`src/rtl/ctrlport_to_jtag_multi_pkg.sv`:
```
// Register map, bitfields and engine state encoding for the multi-chain
// ControlPort JTAG master.
package ctrlport_to_jtag_multi_regs;

  localparam int NUM_ADDRESSES = 32;

  localparam logic [4:0] REG_TX_DATA  = 5'h00;
  localparam logic [4:0] REG_TMS_DATA = 5'h04;
  localparam logic [4:0] REG_CONTROL  = 5'h08;
  localparam logic [4:0] REG_RX_DATA  = 5'h0C;
  localparam logic [4:0] REG_ERROR    = 5'h10;

  localparam int PRESCALAR_POS   = 0;
  localparam int PRESCALAR_W     = 8;
  localparam int LENGTH_POS      = 8;
  localparam int LENGTH_W        = 5;
  localparam int SAMPLE_FALL_POS = 13;
  localparam int CHANNEL_POS     = 16;
  localparam int CHANNEL_W       = 4;
  localparam int RESET_POS       = 31;
  localparam int READY_POS       = 31;

  localparam int ERR_BUSY_BIT    = 0;
  localparam int ERR_CHANNEL_BIT = 1;
  localparam int ERROR_W         = 2;

  localparam logic [1:0] STS_OKAY   = 2'd0;
  localparam logic [1:0] STS_CMDERR = 2'd1;

  typedef enum logic [1:0] {
    ST_IDLE,
    ST_LOW,
    ST_HIGH,
    ST_DONE
  } jtag_state_t;

  function automatic logic [31:0] pack_control(
    input logic                   ready,
    input logic [PRESCALAR_W-1:0] prescalar,
    input logic [LENGTH_W-1:0]    length,
    input logic                   sample_fall,
    input logic [CHANNEL_W-1:0]   channel
  );
    pack_control = '0;
    pack_control[READY_POS]                        = ready;
    pack_control[PRESCALAR_POS +: PRESCALAR_W]     = prescalar;
    pack_control[LENGTH_POS +: LENGTH_W]           = length;
    pack_control[SAMPLE_FALL_POS]                  = sample_fall;
    pack_control[CHANNEL_POS +: CHANNEL_W]         = channel;
  endfunction

endpackage

```
`src/rtl/ctrlport_to_jtag_multi_shift_engine.sv`:
```
// JTAG shift engine: prescaled TCK generation, TDI/TMS drive and TDO capture
// on one selectable chain out of NUM_CHANNELS.
module jtag_shift_engine
  import ctrlport_to_jtag_multi_regs::*;
#(
  parameter int NUM_CHANNELS = 2,
  parameter bit IDLE_TCK     = 1'b0
) (
  input  logic                    ctrlport_clk,
  input  logic                    ctrlport_rst,
  input  logic                    start,
  input  logic                    soft_rst,
  input  logic [31:0]             tx_data,
  input  logic [31:0]             tms_data,
  input  logic [PRESCALAR_W-1:0]  prescalar,
  input  logic [LENGTH_W-1:0]     length,
  input  logic                    sample_fall,
  input  logic [CHANNEL_W-1:0]    channel,
  output logic                    ready,
  output logic [31:0]             rx_data,
  output logic [NUM_CHANNELS-1:0] tck,
  output logic [NUM_CHANNELS-1:0] tdi,
  output logic [NUM_CHANNELS-1:0] tms,
  input  logic [NUM_CHANNELS-1:0] tdo
);

  jtag_state_t            state_reg;
  logic [PRESCALAR_W-1:0] phase_cnt_reg;
  logic [PRESCALAR_W-1:0] presc_reg;
  logic [LENGTH_W-1:0]    bit_cnt_reg;
  logic [LENGTH_W-1:0]    length_reg;
  logic [LENGTH_W-1:0]    bit_next;
  logic [31:0]            tx_bits_reg;
  logic [31:0]            tms_bits_reg;
  logic [31:0]            rx_shift_reg;
  logic [31:0]            rx_data_reg;
  logic [CHANNEL_W-1:0]   channel_reg;
  logic                   sample_fall_reg;
  logic                   tck_bit_reg;
  logic                   tdi_bit_reg;
  logic                   tms_bit_reg;
  logic                   ready_reg;
  logic                   phase_done;
  logic                   capture_now;
  logic                   tdo_sel;

  logic [NUM_CHANNELS-1:0] chan_sel;
  logic [NUM_CHANNELS-1:0] tdo_hit;

  // Unselected chains see constant idle levels; only the latched chain follows the engine.
  for (genvar gi = 0; gi < NUM_CHANNELS; gi++) begin : g_chan
    assign chan_sel[gi] = (channel_reg == CHANNEL_W'(gi));
    assign tck[gi]      = chan_sel[gi] ? tck_bit_reg : IDLE_TCK;
    assign tdi[gi]      = chan_sel[gi] & tdi_bit_reg;
    assign tms[gi]      = chan_sel[gi] & tms_bit_reg;
    assign tdo_hit[gi]  = chan_sel[gi] & tdo[gi];
  end

  assign tdo_sel     = |tdo_hit;
  assign phase_done  = (phase_cnt_reg == presc_reg);
  assign bit_next    = bit_cnt_reg + 5'd1;
  assign capture_now = (state_reg == ST_HIGH) &&
                       (sample_fall_reg ? phase_done : (phase_cnt_reg == '0));

  always_ff @(posedge ctrlport_clk) begin
    if (ctrlport_rst || soft_rst) begin
      state_reg     <= ST_IDLE;
      phase_cnt_reg <= '0;
      bit_cnt_reg   <= '0;
      tck_bit_reg   <= IDLE_TCK;
      tdi_bit_reg   <= 1'b0;
      tms_bit_reg   <= 1'b0;
      // A soft reset leaves ready low for one more cycle; IDLE raises it.
      if (ctrlport_rst) begin
        ready_reg       <= 1'b1;
        channel_reg     <= '0;
        presc_reg       <= '0;
        length_reg      <= '0;
        sample_fall_reg <= 1'b0;
      end
    end else begin
      case (state_reg)
        ST_IDLE: begin
          ready_reg <= 1'b1;
          if (start) begin
            tx_bits_reg     <= tx_data;
            tms_bits_reg    <= tms_data;
            presc_reg       <= prescalar;
            length_reg      <= length;
            sample_fall_reg <= sample_fall;
            channel_reg     <= channel;
            rx_shift_reg    <= '0;
            bit_cnt_reg     <= '0;
            phase_cnt_reg   <= '0;
            tck_bit_reg     <= 1'b0;
            tdi_bit_reg     <= tx_data[0];
            tms_bit_reg     <= tms_data[0];
            ready_reg       <= 1'b0;
            state_reg       <= ST_LOW;
          end
        end
        ST_LOW: begin
          if (phase_done) begin
            phase_cnt_reg <= '0;
            tck_bit_reg   <= 1'b1;
            state_reg     <= ST_HIGH;
          end else begin
            phase_cnt_reg <= phase_cnt_reg + 8'd1;
          end
        end
        ST_HIGH: begin
          if (capture_now) rx_shift_reg[bit_cnt_reg] <= tdo_sel;
          if (phase_done) begin
            phase_cnt_reg <= '0;
            if (bit_cnt_reg == length_reg) begin
              tck_bit_reg <= IDLE_TCK;
              tdi_bit_reg <= 1'b0;
              tms_bit_reg <= 1'b0;
              state_reg   <= ST_DONE;
            end else begin
              bit_cnt_reg <= bit_next;
              tck_bit_reg <= 1'b0;
              tdi_bit_reg <= tx_bits_reg[bit_next];
              tms_bit_reg <= tms_bits_reg[bit_next];
              state_reg   <= ST_LOW;
            end
          end else begin
            phase_cnt_reg <= phase_cnt_reg + 8'd1;
          end
        end
        ST_DONE: begin
          rx_data_reg <= rx_shift_reg;
          ready_reg   <= 1'b1;
          state_reg   <= ST_IDLE;
        end
        default: state_reg <= ST_IDLE;
      endcase
    end
  end

  assign ready   = ready_reg;
  assign rx_data = rx_data_reg;

endmodule

```
`src/rtl/ctrlport_to_jtag_multi.sv`:
```
// ControlPort register window for a multi-chain JTAG master; decodes requests,
// holds the configuration/error registers and launches the shift engine.
module ctrlport_to_jtag_multi
  import ctrlport_to_jtag_multi_regs::*;
#(
  parameter int BASE_ADDRESS      = 0,
  parameter int NUM_CHANNELS      = 2,
  parameter int DEFAULT_PRESCALAR = 0,
  parameter bit IDLE_TCK          = 1'b0
) (
  input  logic                    ctrlport_clk,
  input  logic                    ctrlport_rst,
  input  logic                    s_ctrlport_req_wr,
  input  logic                    s_ctrlport_req_rd,
  input  logic [19:0]             s_ctrlport_req_addr,
  input  logic [31:0]             s_ctrlport_req_data,
  output logic                    s_ctrlport_resp_ack,
  output logic [1:0]              s_ctrlport_resp_status,
  output logic [31:0]             s_ctrlport_resp_data,
  output logic [NUM_CHANNELS-1:0] tck,
  output logic [NUM_CHANNELS-1:0] tdi,
  output logic [NUM_CHANNELS-1:0] tms,
  input  logic [NUM_CHANNELS-1:0] tdo
);

  localparam logic [19:0] BASE_ADDR = 20'(BASE_ADDRESS);
  localparam logic [4:0]  NUM_CH    = 5'(NUM_CHANNELS);

  logic [31:0]            tx_reg;
  logic [31:0]            tms_reg;
  logic [PRESCALAR_W-1:0] presc_reg;
  logic [LENGTH_W-1:0]    length_reg;
  logic                   sample_fall_reg;
  logic [CHANNEL_W-1:0]   channel_reg;
  logic [ERROR_W-1:0]     err_reg;
  logic                   start_reg;
  logic                   soft_rst_reg;
  logic                   resp_ack_reg;
  logic [1:0]             resp_status_reg;
  logic [31:0]            resp_data_reg;

  logic [19:0]          offset_full;
  logic [4:0]           offset;
  logic                 in_window;
  logic                 eng_ready;
  logic                 busy;
  logic [31:0]          rx_data;
  logic [CHANNEL_W-1:0] wr_channel;

  // Addresses below the base wrap to large offsets and fall outside the window.
  assign offset_full = s_ctrlport_req_addr - BASE_ADDR;
  assign in_window   = offset_full < 20'(NUM_ADDRESSES);
  assign offset      = offset_full[4:0];
  assign wr_channel  = s_ctrlport_req_data[CHANNEL_POS +: CHANNEL_W];
  // The start pulse is in flight one cycle before the engine drops ready.
  assign busy        = !eng_ready || start_reg;

  always_ff @(posedge ctrlport_clk) begin
    resp_ack_reg <= 1'b0;
    start_reg    <= 1'b0;
    soft_rst_reg <= 1'b0;
    if (ctrlport_rst) begin
      tx_reg          <= '0;
      tms_reg         <= '0;
      presc_reg       <= PRESCALAR_W'(DEFAULT_PRESCALAR);
      length_reg      <= '0;
      sample_fall_reg <= 1'b0;
      channel_reg     <= '0;
      err_reg         <= '0;
      resp_status_reg <= STS_OKAY;
      resp_data_reg   <= '0;
    end else if ((s_ctrlport_req_wr || s_ctrlport_req_rd) && in_window) begin
      resp_ack_reg    <= 1'b1;
      resp_status_reg <= STS_OKAY;
      resp_data_reg   <= '0;
      if (s_ctrlport_req_wr) begin
        case (offset)
          REG_TX_DATA, REG_TMS_DATA: begin
            if (busy) begin
              resp_status_reg       <= STS_CMDERR;
              err_reg[ERR_BUSY_BIT] <= 1'b1;
            end else if (offset == REG_TX_DATA) begin
              tx_reg <= s_ctrlport_req_data;
            end else begin
              tms_reg <= s_ctrlport_req_data;
            end
          end
          REG_CONTROL: begin
            if (s_ctrlport_req_data[RESET_POS]) begin
              soft_rst_reg <= 1'b1;
            end else if (busy) begin
              resp_status_reg       <= STS_CMDERR;
              err_reg[ERR_BUSY_BIT] <= 1'b1;
            end else if ({1'b0, wr_channel} >= NUM_CH) begin
              resp_status_reg          <= STS_CMDERR;
              err_reg[ERR_CHANNEL_BIT] <= 1'b1;
            end else begin
              presc_reg       <= s_ctrlport_req_data[PRESCALAR_POS +: PRESCALAR_W];
              length_reg      <= s_ctrlport_req_data[LENGTH_POS +: LENGTH_W];
              sample_fall_reg <= s_ctrlport_req_data[SAMPLE_FALL_POS];
              channel_reg     <= wr_channel;
              start_reg       <= 1'b1;
            end
          end
          REG_ERROR: err_reg <= err_reg & ~s_ctrlport_req_data[ERROR_W-1:0];
          default:   resp_status_reg <= STS_CMDERR;
        endcase
      end else begin
        case (offset)
          REG_CONTROL: resp_data_reg <= pack_control(!busy, presc_reg, length_reg,
                                                     sample_fall_reg, channel_reg);
          REG_RX_DATA: resp_data_reg <= rx_data;
          REG_ERROR:   resp_data_reg <= {{(32-ERROR_W){1'b0}}, err_reg};
          default:     resp_status_reg <= STS_CMDERR;
        endcase
      end
    end
  end

  jtag_shift_engine #(
    .NUM_CHANNELS (NUM_CHANNELS),
    .IDLE_TCK     (IDLE_TCK)
  ) u_engine (
    .ctrlport_clk (ctrlport_clk),
    .ctrlport_rst (ctrlport_rst),
    .start        (start_reg),
    .soft_rst     (soft_rst_reg),
    .tx_data      (tx_reg),
    .tms_data     (tms_reg),
    .prescalar    (presc_reg),
    .length       (length_reg),
    .sample_fall  (sample_fall_reg),
    .channel      (channel_reg),
    .ready        (eng_ready),
    .rx_data      (rx_data),
    .tck          (tck),
    .tdi          (tdi),
    .tms          (tms),
    .tdo          (tdo)
  );

  assign s_ctrlport_resp_ack    = resp_ack_reg;
  assign s_ctrlport_resp_status = resp_status_reg;
  assign s_ctrlport_resp_data   = resp_data_reg;

endmodule

```
`config.mk`:
```
export PLATFORM = sky130hd
export DESIGN_NAME = ctrlport_to_jtag_multi
export DESIGN_NICKNAME = d
export VERILOG_FILES = /design/src/rtl/ctrlport_to_jtag_multi_pkg.sv /design/src/rtl/ctrlport_to_jtag_multi_shift_engine.sv /design/src/rtl/ctrlport_to_jtag_multi.sv
export SDC_FILE = /design/constraint.sdc
export NUM_CORES = 1
export LEC_CHECK = 0
export ABC_AREA = 0
export BUFFER_PORTS_ARGS = -buffer_cell sky130_fd_sc_hd__buf_2
export CAP_MARGIN = 20
export CORE_ASPECT_RATIO = 0.6
export CORE_MARGIN = 10
export CORE_UTILIZATION = 55
export DETAILED_ROUTE_END_ITERATION = 8
export PLACE_DENSITY = 0.81
export SYNTH_ARGS = -nofsm -noshare
export SYNTH_HDL_FRONTEND = slang
export SYNTH_SLANG_ARGS = --single-unit
```
`constraint.sdc`:
```
create_clock -name ctrlport_clk -period 5.2 [get_ports ctrlport_clk]
set_clock_uncertainty 0.05 [all_clocks]
set_input_delay 0.52 -clock ctrlport_clk [delete_from_list [all_inputs] [get_ports ctrlport_clk]]
set_output_delay 0.52 -clock ctrlport_clk [all_outputs]
set_load 0.03 [all_outputs]
```
==> results of run 1 <==
-- cell families (layout without fill, tap and decap cells) --
| logic type | count (synthesis) | count (layout) | synth area share, % |
|---|---|---|---|
| fa+ha+maj | 11 | 11 | 1.179 |
| buf+inv | 80 | 170 | 2.936 |
| flops | 285 | 285 | 61.47 |
| mux | 32 | 32 | 4.533 |
| xor+xnor | 23 | 23 | 1.983 |
| compound gates | 202 | 202 | 10.12 |
| other cells | 1 | 3 | 0.03212 |
| simple gates | 431 | 431 | 17.75 |
-- cells in the mapped netlist (5+ instances only) --
| master | count |
|---|---|
| a21oi_1 | 137 |
| ha_1 | 11 |
| xnor2_1 | 6 |
| nand3_1 | 17 |
| inv_1 | 7 |
| buf_2 | 16 |
| and2_1 | 28 |
| nor4_1 | 5 |
| dfxtp_1 | 138 |
| a22oi_1 | 32 |
| nor3_1 | 10 |
| mux2_2 | 7 |
| nand2_1 | 219 |
| edfxtp_1 | 147 |
| mux4_2 | 16 |
| nor3b_1 | 29 |
| nor2b_1 | 9 |
| xor2_1 | 13 |
| nor2_1 | 70 |
| nand4_1 | 6 |
| clkbuf_1 | 48 |
| mux2i_1 | 9 |
-- worst paths after layout --
kind	start	to	slack, ns
worst max register to register	u_engine.bit_cnt_reg[0]$_SDFFE_PN0P_	u_engine.tms_bit_reg$_SDFFE_PN0P_	1.99
worst min-delay path	s_ctrlport_req_data[21]	tx_reg[21]$_SDFFE_PP0P_	0.19
worst max-delay path	u_engine.bit_cnt_reg[0]$_SDFFE_PN0P_	u_engine.tms_bit_reg$_SDFFE_PN0P_	1.99
worst min register to register	tx_reg[28]$_SDFFE_PP0P_	u_engine.tx_bits_reg[28]$_DFFE_PP_	0.38
-- through the flow --
step / hold slack (ns) / cell area [µm²]
2_1_floorplan: 0.3581 / 11670
3_3_place_gp: 0.3626 / 12340
3_5_place_dp: 0.3646 / 12350
4_1_cts: 0.1753 / 13200
5_1_grt: 0.1917 / 13200
6_report: 0.1855 / 13210
-- worst max-delay path: stages (launching register included) --
cell	delay [ns]
dfxtp_1	0.50
ha_1	0.62
xor2_2	0.80
mux4_2	0.37
nand2_1	0.07
a32o_1	0.27
or3_1	0.31
a21oi_1	0.15
-- layout make-up --
cell class | instances | area [µm²]
Antenna cell | 2 | 5.005
Clock buffer | 41 | 789.5
Multi-Input combinational cell | 700 | 4180
Sequential cell | 285 | 7177
Timing Repair Buffer | 114 | 623.1
Clock inverter | 7 | 55.05
Tap cell | 279 | 349.1
Fill cell | 1582 | 7721
Inverter | 8 | 30.03
-- where the power goes --
| part | internal [W] | total (W) | leakage, nW | switching, W |
|---|---|---|---|---|
| logic | 0.0000534 | 0.000165 | 1.77 | 0.000111 |
| clock network | 0.00105 | 0.00187 | 0.405 | 0.000821 |
| registers | 0.00238 | 0.00240 | 2.49 | 0.0000160 |
| total | 0.00349 | 0.00443 | 4.66 | 0.000948 |
-- layer usage --
| layer | share of wire [%] | wire (µm) |
|---|---|---|
| met1 | 45 | 12790 |
| met2 | 42 | 12090 |
| met3 | 11 | 3189 |
| met4 | 2.1 | 608 |
| met5 | 0 | 0 |
==> flow_metrics.tcl, run 1 <==
set metrics [dict create \
    status "complete, no violations" \
    drv_cap 0 \
    antenna_found_initial 2 \
    tightest_slew_ns 1.049 \
    routed-via-count 8469 \
    use_met1_pct 29.22 \
    met2_usage_pct 27.94 \
    fin_crit_ns 3.205 \
    power_density_nw_per_um2 335.6 \
    grt_use_total_pct 19.90 \
    grt_pass1_wl_mm 44.85 \
    finish.utilization_pct 63.11 \
    drive_above_1_share_pct 16.97 \
    setup_ws_ns 1.995 \
    fin_cells 1436 \
    synthFlopType "edfxtp_1" \
    critical_path_class "reg -> reg" \
    clk_latency_ns 0.54 \
    final_cell_mix "nand2_1, edfxtp_1, dfxtp_1, a21oi_1, buf_2" \
    numClockSinks 285 \
    period_share_pct 61.64 \
    drt_iter0_drc 854 \
    setup.worst_path.start_class "flip-flop" \
    row_count 41 \
    clk_path_buf_depth 3 \
    ios 99 \
    synth_top_area_share_pct 37.81 \
    required_ns 5.60 \
    syn_avg_cell_area_um2 10.96 \
    min_path_cells 3 \
    tns_ns 0 \
    hold_viol 0 \
    ctsHoldBuffers 0 \
    synth.area.top_cells "edfxtp_1, dfxtp_1, nand2_1, a21oi_1, mux4_2" \
    start_util_pct 55.78 \
    numCtsBuffers 26 \
    max_freq_mhz 312.0 \
    synth_area_um2 11670 \
    grtUsageMet3_pct 6.157 \
    die_h_um 132.9 \
    slew_violations 0 \
    coreArea_um2 20930 \
    clkTransAtPathRegs_ns 0.07 \
    grt_most_used_layer "met1" \
    cts_tree "yes" \
    ys_seq_area_share_pct 61.47 \
    finalSetupViolCount 0 \
    synth_edf_count 147 \
    wl_per_cell_um 19.97 \
    yosysTopAreaCell "edfxtp_1" \
    synth_nets 1134 \
    async_reset_ff_share_pct 0 \
    cts_root_buf "clkbuf_16" \
    relSlewSlack_pct 29.92 \
    worstPathArrival_ns 3.61 \
    holdCritPathClass "in -> reg" \
    dp_hpwl_mm 19.42 \
    power_w 0.004433 \
    portBuffers 97 \
    finalWirelength_mm 28.68 \
    vdd_ir_drop_max_v 0.0002871 \
    synth_warnings 0 \
    dp_cells 1385 \
    ys_ff_latch 285 \
    fp.dieW_um 208.1 \
    path_max_fanout 16 \
    reg2reg_depth 7 \
    viasPerCell 5.898 \
    grt_max_degree 80 \
    synth_cells 1065 \
    drc 0 \
    drt_pre_antenna_iters 5 \
    end_kind "flip-flop" \
    cts_resized 0 \
    htree_levels 1 \
    final_antenna_net_count 0 \
    p_leak_nw 4.663 \
    gp_congestion 0.8613 \
    die_area_um2 27650 \
    syn_to_final_growth_pct 13.14 \
    rsz0062_at_grt "no" \
    layout.nets 1204 \
    final_common_cell "nand2_1" \
    grt_pass1_vias 8039 \
    cts_setup_buffers 0 \
    dp_slack_ns 2.048 \
    grt.overflow.total 0 \
    synth_cell_types 63 \
]
Note: power is estimated with default switching activity, not from simulation.
==> run 2, diff against run 1 <==
==> constraint.sdc (replaced) <==
create_clock -name ctrlport_clk -period 3.2 [get_ports ctrlport_clk]
set_clock_uncertainty 0.05 [all_clocks]
set_input_delay 0.32 -clock ctrlport_clk [delete_from_list [all_inputs] [get_ports ctrlport_clk]]
set_output_delay 0.32 -clock ctrlport_clk [all_outputs]
set_load 0.03 [all_outputs]
==> run 2 against run 1 <==
Compared with the run above:
- final cell count up 1.4%
- die area unchanged
- largest power group unchanged
- hold slack worse by 0.17 ns
- via count up 0.40%
- sequential cell count unchanged
==> flow_metrics.tcl, run 2 (synthesis results as in run 1) <==
set metrics [dict create \
    status "complete, no violations" \
    max_freq_mhz 389.3 \
    hold_viol 0 \
    grt_max_degree 74 \
    fillers 1549 \
    drt_iter0_drc 944 \
    setup.worst_path.start_class "flip-flop" \
    syn_to_final_growth_pct 15.16 \
    path_cells "inv_2 -> ha_1 -> buf_4 -> mux4_2 -> mux2_2 -> o22ai_1 -> or3_1 -> a21oi_1" \
    tns_ns 0 \
    slew_violations 0 \
    layout.nets 1226 \
    final_common_cell "nand2_1" \
    vdd_ir_drop_max_v 0.0003986 \
    slowest_stage "mux4_2" \
    rsz0062_at_grt "no" \
    htree_levels 1 \
    die_area_um2 27650 \
    clkTransAtPathRegs_ns 0.07 \
    gp_congestion 0.8875 \
    drive_above_1_share_pct 17.76 \
    path_max_fanout 11 \
    tightest_slew_ns 0.8960 \
    die_h_um 132.9 \
    setup_ws_ns 0.6314 \
    critical_path_class "reg -> reg" \
    hold_ws_ns 0.01310 \
    clk_latency_ns 0.54 \
    coreArea_um2 20930 \
    portBuffers 97 \
    fin_crit_ns 2.569 \
    grt.overflow.total 0 \
    drc 0 \
    relSlewSlack_pct 39.81 \
    cts_resized 0 \
    grt_use_total_pct 20.31 \
    holdCritPathClass "in -> reg" \
    drt_pre_antenna_iters 8 \
    cts_root_buf "clkbuf_16" \
    multi_input_area_um2 4180 \
    required_ns 3.55 \
    end_kind "flip-flop" \
    period_share_pct 80.27 \
    fp.dieW_um 208.1 \
    worstPathArrival_ns 2.92 \
    finalSetupViolCount 0 \
    wl_per_cell_um 19.86 \
    row_count 41 \
    final_antenna_net_count 0 \
    antenna_cells 0 \
    cts_tree "yes" \
    crit_family "multiplexers" \
    power_density_nw_per_um2 543.8 \
    dp_slack_ns 0.6599 \
    routed-via-count 8503 \
    grt_pass1_vias 8246 \
    max_stage_delay_ns 0.53 \
    cts_setup_buffers 0 \
    dp_cells 1392 \
    p_leak_nw 4.797 \
    drv_cap 0 \
    numCtsBuffers 26 \
    numClockSinks 285 \
    ios 99 \
    start_util_pct 55.78 \
    fin_cells 1456 \
    clk_path_buf_depth 3 \
    regArea_um2 7177 \
    finalWirelength_mm 28.92 \
    crit_buf_inv 2 \
    viasPerCell 5.840 \
    antenna_found_initial 0 \
    ctsHoldBuffers 16 \
    final_cell_mix "nand2_1, edfxtp_1, dfxtp_1, a21oi_1, buf_2" \
    grt_pass1_wl_mm 45.83 \
    dp_hpwl_mm 19.36 \
]
## run 2: changes by cell type in the layout (fill, tap and decap cells not counted), sizes merged
cell / change
clkbuf: -7
clkinvlp: -2
diode: -2
clkinv: +8
inv: -1
buf: +6
bufinv: +2
dlygate4sd3: +16
## run 2: metal layers
metal	GRT usage (%)	vias to the layer above	wire length, µm
li1	-	3936	-
met2	30.25	419	12530
met1	29.68	4104	12770
met4	3.687	0	451
met5	0	-	0
met3	4.794	44	3168
## run 2: worst paths after layout
path                                                           start                                  to  slack, ns  cells past startpoint
worst min-delay path                         s_ctrlport_req_data[13]        sample_fall_reg$_SDFFE_PP0P_       0.01                      3
worst max-delay path            u_engine.bit_cnt_reg[0]$_SDFFE_PN0P_   u_engine.tdi_bit_reg$_SDFFE_PN0P_       0.63                      8
worst max register to register  u_engine.bit_cnt_reg[0]$_SDFFE_PN0P_   u_engine.tdi_bit_reg$_SDFFE_PN0P_       0.63                      8
worst min register to register               tx_reg[19]$_SDFFE_PP0P_  u_engine.tx_bits_reg[19]$_DFFE_PP_       0.37                      0
## run 2: metrics by stage
| stage | area [µm²] | total power [W] | utilization [%] |
|---|---|---|---|
| 6_report | 13450 | 0.007311 | 64.24 |
| 5_1_grt | 13450 | 0.007534 | 64.24 |
| 4_1_cts | 13450 | 0.007351 | 64.24 |
| 3_5_place_dp | 12410 | 0.004235 | 59.29 |
| 3_3_place_gp | 12410 | 0.004228 | 59.29 |
| 2_1_floorplan | 11680 | 0.004124 | - |
## run 2: power by group
group,internal [W],switching [W],total (W)
Combinational,0.0000995,0.000180,0.000280
Sequential,0.00387,0.0000266,0.00390
Clock,0.00178,0.00135,0.00314
## run 2: worst register-to-register path, cell delays in order, from the launching register on
cell and delay (ns):
dfxtp_1 0.48, inv_2 0.19, ha_1 0.34, buf_4 0.22, mux4_2 0.54, mux2_2 0.29, o22ai_1 0.15, or3_1 0.13
a21oi_1 0.06
## run 2: cell type report
class	count	area share, %
flip-flops and latches	285	53.38
multi-input cells	700	31.09
inverters	8	0.2233
well taps	279	2.596
clock inverters	14	1.079
repair buffers	136	6.198
clock buffers	34	5.435
